--- src/rtl/pump_ctrl_pkg.sv ---
// Shared types and constants for the pump controller slice.
package pump_ctrl_pkg;

    localparam int unsigned LVL_W = 8;

    typedef enum logic [1:0] {
        ST_OFF     = 2'b00,
        ST_ON      = 2'b01,
        ST_FAULT   = 2'b10,
        ST_CFG_ERR = 2'b11
    } pump_state_t;

    localparam logic PUMP_ON  = 1'b1;
    localparam logic PUMP_OFF = 1'b0;

    // A band with lo >= hi cannot produce hysteresis and is treated as misconfigured.
    function automatic logic cfg_invalid(input logic [LVL_W-1:0] lo,
                                         input logic [LVL_W-1:0] hi);
        return (lo >= hi);
    endfunction

endpackage

--- src/rtl/pump_ctrl_fsm_stall.sv ---
// Dry-run monitor: counts ON cycles in which the registered level failed to rise.
module pump_stall_mon
    import pump_ctrl_pkg::*;
#(
    parameter int unsigned STALL_CYC = 64
) (
    input  logic             i_clk,
    input  logic             i_rst_n,
    input  logic             i_active,
    input  logic [LVL_W-1:0] i_lvl,
    output logic             o_stall_expire
);

    localparam int unsigned   SC_W    = (STALL_CYC > 1) ? $clog2(STALL_CYC) : 1;
    localparam logic [SC_W-1:0] SC_LAST = SC_W'(STALL_CYC - 1);

    logic [LVL_W-1:0] r_prev_lvl;
    logic [SC_W-1:0]  r_stall_cnt;
    logic             w_rise;

    // Plain unsigned compare: a 255->0 wrap reads as a drop, not a rise.
    assign w_rise = (i_lvl > r_prev_lvl);

    always_ff @(posedge i_clk or negedge i_rst_n) begin
        if (!i_rst_n) begin
            r_prev_lvl  <= '0;
            r_stall_cnt <= '0;
        end else begin
            r_prev_lvl <= i_lvl;
            if (!i_active || w_rise) begin
                r_stall_cnt <= '0;
            end else if (r_stall_cnt != SC_LAST) begin
                r_stall_cnt <= r_stall_cnt + 1'b1;
            end
        end
    end

    assign o_stall_expire = i_active && (r_stall_cnt == SC_LAST);

endmodule

--- src/rtl/pump_ctrl_fsm.sv ---
// Pump sequencer: registered level/threshold inputs, four-state FSM with dwell,
// overfill trip and dry-run fault latch; all outputs are registered.
module pump_ctrl_fsm
    import pump_ctrl_pkg::*;
#(
    parameter int unsigned      MIN_DWELL = 16,
    parameter int unsigned      STALL_CYC = 64,
    parameter logic [LVL_W-1:0] SAFE_MAX  = 8'd250,
    parameter int unsigned      CNT_W     = 16
) (
    input  logic             CLK100MHZ,
    input  logic             CPU_RESETN,
    input  logic             enable,
    input  logic [LVL_W-1:0] lo_thr,
    input  logic [LVL_W-1:0] hi_thr,
    input  logic             fault_clr,
    input  logic [LVL_W-1:0] water_lvl,
    output logic             water_trend,
    output logic [1:0]       state,
    output logic             fault,
    output logic             trip,
    output logic [CNT_W-1:0] start_cnt
);

    localparam int unsigned     DW_W      = $clog2(MIN_DWELL + 1);
    localparam logic [DW_W-1:0] DWELL_MAX = DW_W'(MIN_DWELL);

    pump_state_t      r_state;
    pump_state_t      w_next;
    logic [DW_W-1:0]  r_dwell;
    logic [LVL_W-1:0] r_lvl_q;
    logic [LVL_W-1:0] r_lo_q;
    logic [LVL_W-1:0] r_hi_q;
    logic             r_trend;
    logic             r_fault;
    logic             r_trip;
    logic [CNT_W-1:0] r_start_cnt;

    logic             w_cfg_bad;
    logic             w_dwell_done;
    logic             w_stall_expire;
    logic             w_trip;
    logic             w_start;

    always_ff @(posedge CLK100MHZ or negedge CPU_RESETN) begin
        if (!CPU_RESETN) begin
            r_lvl_q <= '0;
            r_lo_q  <= '0;
            // hi_q resets high so the empty lo/hi pair never flags a config error.
            r_hi_q  <= '1;
        end else begin
            r_lvl_q <= water_lvl;
            r_lo_q  <= lo_thr;
            r_hi_q  <= hi_thr;
        end
    end

    pump_stall_mon #(
        .STALL_CYC(STALL_CYC)
    ) u_stall_mon (
        .i_clk          (CLK100MHZ),
        .i_rst_n        (CPU_RESETN),
        .i_active       (r_state == ST_ON),
        .i_lvl          (r_lvl_q),
        .o_stall_expire (w_stall_expire)
    );

    assign w_cfg_bad    = cfg_invalid(r_lo_q, r_hi_q);
    assign w_dwell_done = (r_dwell == DWELL_MAX);

    always_comb begin
        w_next  = r_state;
        w_trip  = 1'b0;
        w_start = 1'b0;
        case (r_state)
            ST_OFF: begin
                if (w_cfg_bad) begin
                    w_next = ST_CFG_ERR;
                end else if (enable && (r_lvl_q <= r_lo_q) && w_dwell_done &&
                             (r_lvl_q < SAFE_MAX)) begin
                    w_next  = ST_ON;
                    w_start = 1'b1;
                end
            end
            ST_ON: begin
                if (r_lvl_q >= SAFE_MAX) begin
                    w_next = ST_OFF;
                    w_trip = 1'b1;
                end else if (w_stall_expire) begin
                    w_next = ST_FAULT;
                end else if (w_cfg_bad) begin
                    w_next = ST_CFG_ERR;
                end else if (w_dwell_done && ((r_lvl_q >= r_hi_q) || !enable)) begin
                    w_next = ST_OFF;
                end
            end
            ST_FAULT: begin
                if (fault_clr) begin
                    w_next = ST_OFF;
                end
            end
            ST_CFG_ERR: begin
                if (!w_cfg_bad) begin
                    w_next = ST_OFF;
                end
            end
            default: begin
                w_next = ST_OFF;
            end
        endcase
    end

    always_ff @(posedge CLK100MHZ or negedge CPU_RESETN) begin
        if (!CPU_RESETN) begin
            r_state     <= ST_OFF;
            r_dwell     <= '0;
            r_trend     <= PUMP_OFF;
            r_fault     <= 1'b0;
            r_trip      <= 1'b0;
            r_start_cnt <= '0;
        end else begin
            r_state <= w_next;
            if (w_next != r_state) begin
                r_dwell <= '0;
            end else if (!w_dwell_done) begin
                r_dwell <= r_dwell + 1'b1;
            end
            r_trend <= (w_next == ST_ON) ? PUMP_ON : PUMP_OFF;
            r_fault <= (w_next == ST_FAULT);
            r_trip  <= w_trip;
            if (w_start && (r_start_cnt != '1)) begin
                r_start_cnt <= r_start_cnt + 1'b1;
            end
        end
    end

    assign state       = r_state;
    assign water_trend = r_trend;
    assign fault       = r_fault;
    assign trip        = r_trip;
    assign start_cnt   = r_start_cnt;

endmodule

--- config.mk ---
export PLATFORM = sky130hd
export DESIGN_NAME = pump_ctrl_fsm
export DESIGN_NICKNAME = d
export VERILOG_FILES = /design/src/rtl/pump_ctrl_pkg.sv /design/src/rtl/pump_ctrl_fsm_stall.sv /design/src/rtl/pump_ctrl_fsm.sv
export SDC_FILE = /design/constraint.sdc
export NUM_CORES = 1
export LEC_CHECK = 0
export BUFFER_PORTS_ARGS = -buffer_cell sky130_fd_sc_hd__buf_2
export CORE_MARGIN = 4
export CORE_UTILIZATION = 40
export CTS_CLUSTER_SIZE = 20
export DETAILED_ROUTE_END_ITERATION = 6
export SLEW_MARGIN = 10
export SYNTH_ARGS = -nofsm -noshare
export SYNTH_HDL_FRONTEND = slang
export SYNTH_SLANG_ARGS = --single-unit
--- constraint.sdc ---
create_clock -name CLK100MHZ -period 2.2 [get_ports CLK100MHZ]
set_input_delay 0.22 -clock CLK100MHZ [delete_from_list [all_inputs] [get_ports CLK100MHZ]]
set_output_delay 0.22 -clock CLK100MHZ [all_outputs]
set_load 0.03 [all_outputs]
# Word level (Yosys, flattened, before mapping)
# Cells that the tools add are included.
# totals
register_bits	64
inputBits	28
output_inout_bits	21
word_cells	62
# op_classes
n_addsub	3
n_lt_le_gt_ge	6
eq_ne	11
n_mux	19
reduce_logical	12
# ops
cell	count
$add 16x1->16 const B	1
$ge 8x8->1	2
$mux 2	8
$ne 16x16->1 const B	1
$mux 6	2
$mux 5	2
$ge 8x8->1 const B	1
$gt 8x8->1	1
$le 8x8->1	1
$lt 8x8->1 const B	1
$pmux 2 s4	1
$add 6x1->6 const B	1
$eq 2x2->1 const B	3
$eq 6x6->1 const B	1
$logic_and 1x1->1	6
$mux 1	6
$ne 6x6->1 const B	1
$add 5x1->5 const B	1
$eq 5x5->1 const B	1
$eq 2x1->1 const B	2
$logic_not 1->1	2
$logic_not 2->1	1
$logic_or 1x1->1	2
$ne 2x1->1 const B	1
other kinds (2)	2

# Longest topological paths before layout
# logic_depth
word_depth	10
ltp_mapped	10
mapped_depth_nobuf	8

# Cells and area by module
# From an unflattened synthesis, not the netlist that was laid out.
# hier_totals
cells_unflattened	298
area_unflattened_um2	3305.7
# modules_own_cells
module	n_inst	cells_per_inst	area_per_inst_um2	seq_area_each_um2
pump_ctrl_fsm	1	231	2578.7	1261.2
pump_stall_mon	1	67	726.9	350.3

# Worst setup path before layout
# OpenSTA, ideal clock, no wires.
# synth_timing
path_kind	flip-flop to flip-flop
from	register r_hi_q[6]
to	register r_start_cnt[12] (netlist: start_cnt[12])
setup_ns	0.135
t_arrival_ns	2.266
t_required_ns	2.065
path_slack_ns	-0.201
stages_incl_launch_ff	8
n_path_buf	0
synth_period_minus_slack_ns	2.401
cell_sequence	dfstp_2 -> inv_1 -> ha_1 -> a21o_1 -> a2111oi_2 -> o31ai_2 -> or4b_1 -> xnor2_1
# synth_between
elab_chain_cells	4
# synth_lines
item	line_no	text
start, declared	pump_ctrl_fsm.sv:33	logic [LVL_W-1:0] r_hi_q;
start signal, assigned	pump_ctrl_fsm.sv:54	r_hi_q <= hi_thr;
$ge 8x8->1	pump_ctrl_pkg.sv:19	return (lo >= hi);
$mux 1	pump_ctrl_fsm.sv:77	if (w_cfg_bad) begin
$mux 1	pump_ctrl_fsm.sv:75	case (r_state)
$logic_and 1x1->1	pump_ctrl_fsm.sv:131	if (w_start && (r_start_cnt != '1)) begin
end signal, assigned	pump_ctrl_fsm.sv:132	r_start_cnt <= r_start_cnt + 1'b1;
end, declared	pump_ctrl_fsm.sv:37	logic [CNT_W-1:0] r_start_cnt;
# No other way between the ends.
# A chain may end at the register's enable or synchronous reset.

# Final worst setup path
# layout_timing
from	register r_lo_q[1]
to	register r_start_cnt[1] (netlist: start_cnt[1])
# layout_between
elab_chain_cells	8
word_cells_on_any_way	9
classes_between	order compare: 2; mux: 3; reduce/logical: 4
# layout_lines
item	line_no	text
start, declared	pump_ctrl_fsm.sv:32	logic [LVL_W-1:0] r_lo_q;
start signal, assigned	pump_ctrl_fsm.sv:53	r_lo_q <= lo_thr;
$le 8x8->1	pump_ctrl_fsm.sv:79	end else if (enable && (r_lvl_q <= r_lo_q) && w_dwell_done &&
$logic_and 1x1->1 (3 in a row)	pump_ctrl_fsm.sv:79	
$mux 1	pump_ctrl_fsm.sv:79	
$mux 1 *	pump_ctrl_fsm.sv:77	
$mux 1 *	pump_ctrl_fsm.sv:75	
$logic_and 1x1->1 *	pump_ctrl_fsm.sv:131	
# Mark *: on every way between the ends. The rest lies on a longest branch, timed or not.

==> results.yml <==
placed_design:
  dp_cells: 496
  place.detailed.hpwl_um: 5540
  place_worst_setup_slack_ps: -195
  place.gp.congestion: 0.757
  port_buffers: 48
floorplanning:
  fp.dieH_um: 99.2
  initial_utilization_pct: 40.9
  core_area_mm2: 0.00813
  io_pins: 49
  rows: 33
  die_x_um: 99.2
  dieArea_mm2: 0.00984
logic_synthesis:
  synthMuxAreaShare_pct: 0.639
  synthSimpleGateAreaFrac_pct: 18.7
  synthAdderAreaFrac_pct: 13.5
  synth.most_common_cell: "dfrtp_1"
  ys_warn_count: 0
  synth_compound_area_share_pct: 8.88
  syn_area_per_cell_um2: 11.1
  synth_common_cells: "dfrtp_1, ha_1, inv_1"
  synth_seq_area_share_pct: 48.4
  synth_top_family_by_area: "simple AND/OR/NAND/NOR gates"
  netlist_area_mm2: 0.00333
  synth_edf_count: 0
  synth_nets: 363
  synthCells: 299
  synth_ff_type: "dfrtp_1"
  async_reset_ff_share_pct: 100
  synth_xor_area_share_pct: 5.53
  synth_area_leaders: "dfrtp_1, ha_1, dfstp_2, xor2_1, inv_1"
  synth_top_area_cell: "dfrtp_1"
  synth_top_area_share_pct: 42.1
  ys_ff_latch: 64
  ys_types: 51
route:
  post-route-drc-count: 0
  vias: 2632
  drt_first_pass_iters: 5
  wire_per_inst_um: 14.2
  drtIter0Drc: 97
  post_drt_via_cell_ratio: 4.85
  ant_nets: 0
  routed_wirelength_um: 7710
status:
  violations: "setup timing"
  status: "complete, but fails checks"
cts:
  numClockSinks: 64
  clock_latency_ps: 340
  htreeDepth: 3
  cts_tree: "yes"
  cts_buffers: 9
  cts.clk_slew.worst_paths_ps: 70
  clockRootBuffer: "clkbuf_8"
  clock_path_buffers: 2
cells_and_area:
  drive_above_1_share_pct: 41.8
  utilization_pct: 60.0
  syn_to_final_growth_pct: 46.7
  regArea_mm2: 0.00161
  multi_input_area_mm2: 0.00188
  layout.cells.non_filler: 543
  diodes: 0
  nFillCells: 674
  layout.nets: 498
power_and_ir_drop:
  powerDensity_mw_per_mm2: 685
  power_w: 0.00334
  p_leak_nw: 2.49
  vdd_drop_max_mv: 0.457
timing:
  period_share_pct: 109
  hold_viol: 0
  period_minus_slack_ps: 2390
  slew_violations: 0
  grt_setup_unrepaired: "true"
  tightest_slew_ps: 473
  slew_headroom_pct: 68.4
  finalSetupViolCount: 21
  fmax_mhz: 418
  fin_skew_ps: 10.2
  setup_ws_ps: -193
critical_path:
  path_cells: "inv_2 > ha_4 > nor2b_4 > o211ai_1 > a211oi_2 > or4b_4 > buf_12 > nor2_4 > mux2_4"
  crit_required_ps: 2420
  r2r_setup_slack_ps: -190
  crit_type: "reg2reg"
  worstSetupEndpointType: "flip-flop"
  crit_slowest_cell: "or4b_4"
  critPathMaxFanout: 6
  crit_arrival_ps: 2610
  start_kind: "flip-flop"
  critPathMaxStageDelay_ps: 580
grt:
  overflow: 0
  grt_pass1_wl_um: 12800
  global_route.usage.total_pct: 16.5
  grt_max_degree: 37
  antenna_found_initial: 0
  grt_pass1_vias: 2713
min_path:
  hold_class: "in2reg"
job:
  maxCapViolCount: 0
-- critical path: cells and delay by family, from the launching register on --
kind / cells / cell delay (ps)
flip-flops: 1 / 400
AND/OR/NAND/NOR: 3 / 790
buffers and inverters: 2 / 260
AO/OA/AOI/OAI: 2 / 330
adder cells (fa/ha/maj): 1 / 200
multiplexers: 1 / 300
-- worst paths after layout --
kind                            cells past startpoint                   endpoint         start
min in group asynchronous                           2  u_stall_mon.r_prev_lvl[0]    CPU_RESETN
worst max-delay path                                9               start_cnt[1]     r_lo_q[1]
worst min-delay path                                1                 r_lvl_q[7]  water_lvl[7]
worst max register to register                      9               start_cnt[1]     r_lo_q[1]
max in group asynchronous                           3                  r_hi_q[5]    CPU_RESETN
worst min register to register                      0  u_stall_mon.r_prev_lvl[0]    r_lvl_q[0]
-- placed cells by master (no fill, tap or decap), types with 6 or more instances in the layout --
master / Yosys / layout
a21oi_1: 13 / 12
buf_2: 2 / 48
buf_4: 0 / 51
clkbuf_8: 0 / 11
dfrtp_1: 56 / 54
dfstp_2: 8 / 8
dlygate4sd3_1: 0 / 24
ha_1: 36 / 28
ha_4: 0 / 6
inv_1: 28 / 23
inv_2: 1 / 6
nand2_1: 16 / 15
nand2b_1: 7 / 7
nand3_1: 13 / 12
nor2_1: 15 / 12
nor3_1: 7 / 6
nor3_4: 0 / 7
xor2_1: 17 / 17
-- per-stage QoR --
stage	setup TNS, ps	area (um^2)	hold WS, ps
6_report	-2350	4880	28.1
2_1_floorplan	-200	3420	-75.6
3_5_place_dp	-2810	4140	196
3_3_place_gp	-2420	4140	189
5_1_grt	-4740	4880	25.9
4_1_cts	-2270	4670	13.9
-- state kept, by name, indices dropped and copies added, names as in the netlist --
signal / flops
r_lvl_q: 8
r_dwell: 5
r_lo_q: 8
r_hi_q: 8
start_cnt: 16
u_stall_mon.r_prev_lvl: 8
state: 2
trip: 1
u_stall_mon.r_stall_cnt: 6
fault: 1
water_trend: 1
-- cell families (layout without fill, tap and decap cells) --
group                    count (synthesis)  in the layout
adder cells (fa/ha/maj)                 36             36
buffers and inverters                   35            174
multiplexers                             2              2
flip-flops                              64             64
XOR/XNOR                                21             21
AO/OA/AOI/OAI                           43             43
AND/OR/NAND/NOR                         98             98
-- layout make-up --
type	instances	area share, %
Timing Repair Buffer	130	20.0
Inverter	29	2.23
Multi-Input combinational cell	200	38.5
Tap cell	105	2.69
Sequential cell	64	33.1
Clock buffer	12	3.18
Clock inverter	3	0.359
-- metal layers --
metal  routed length [um]  vias to the layer above  global-route usage [%]
met1                 3610                     1249                    22.3
li1                     -                     1327                       -
met4                  145                        0                    8.09
met5                    0                        -                       0
met3                  265                       14                    3.37
met2                 3690                       42                    25.1
-- power breakdown --
| group | leakage [nW] | switching [W] | internal (W) | total (W) |
|---|---|---|---|---|
| clock | 0.0882 | 0.000440 | 0.000461 | 0.000901 |
| combinational | 1.60 | 0.000584 | 0.000504 | 0.00109 |
| sequential | 0.796 | 0.0000678 | 0.00128 | 0.00135 |
| total | 2.49 | 0.00109 | 0.00225 | 0.00334 |
-- what timing repair did --
| item | CTS | global route |
|---|---|---|
| hold buffers | 24 | 0 |
| pin swaps | 10 | 21 |
| resized for setup | 19 | 31 |
| endpoints found under the hold margin | 37 | 0 |
| setup endpoints to repair | 24 | 30 |
| buffers inserted | 3 | 5 |
| gates cloned | 0 | 1 |
Power figures use the tool's default switching activity.
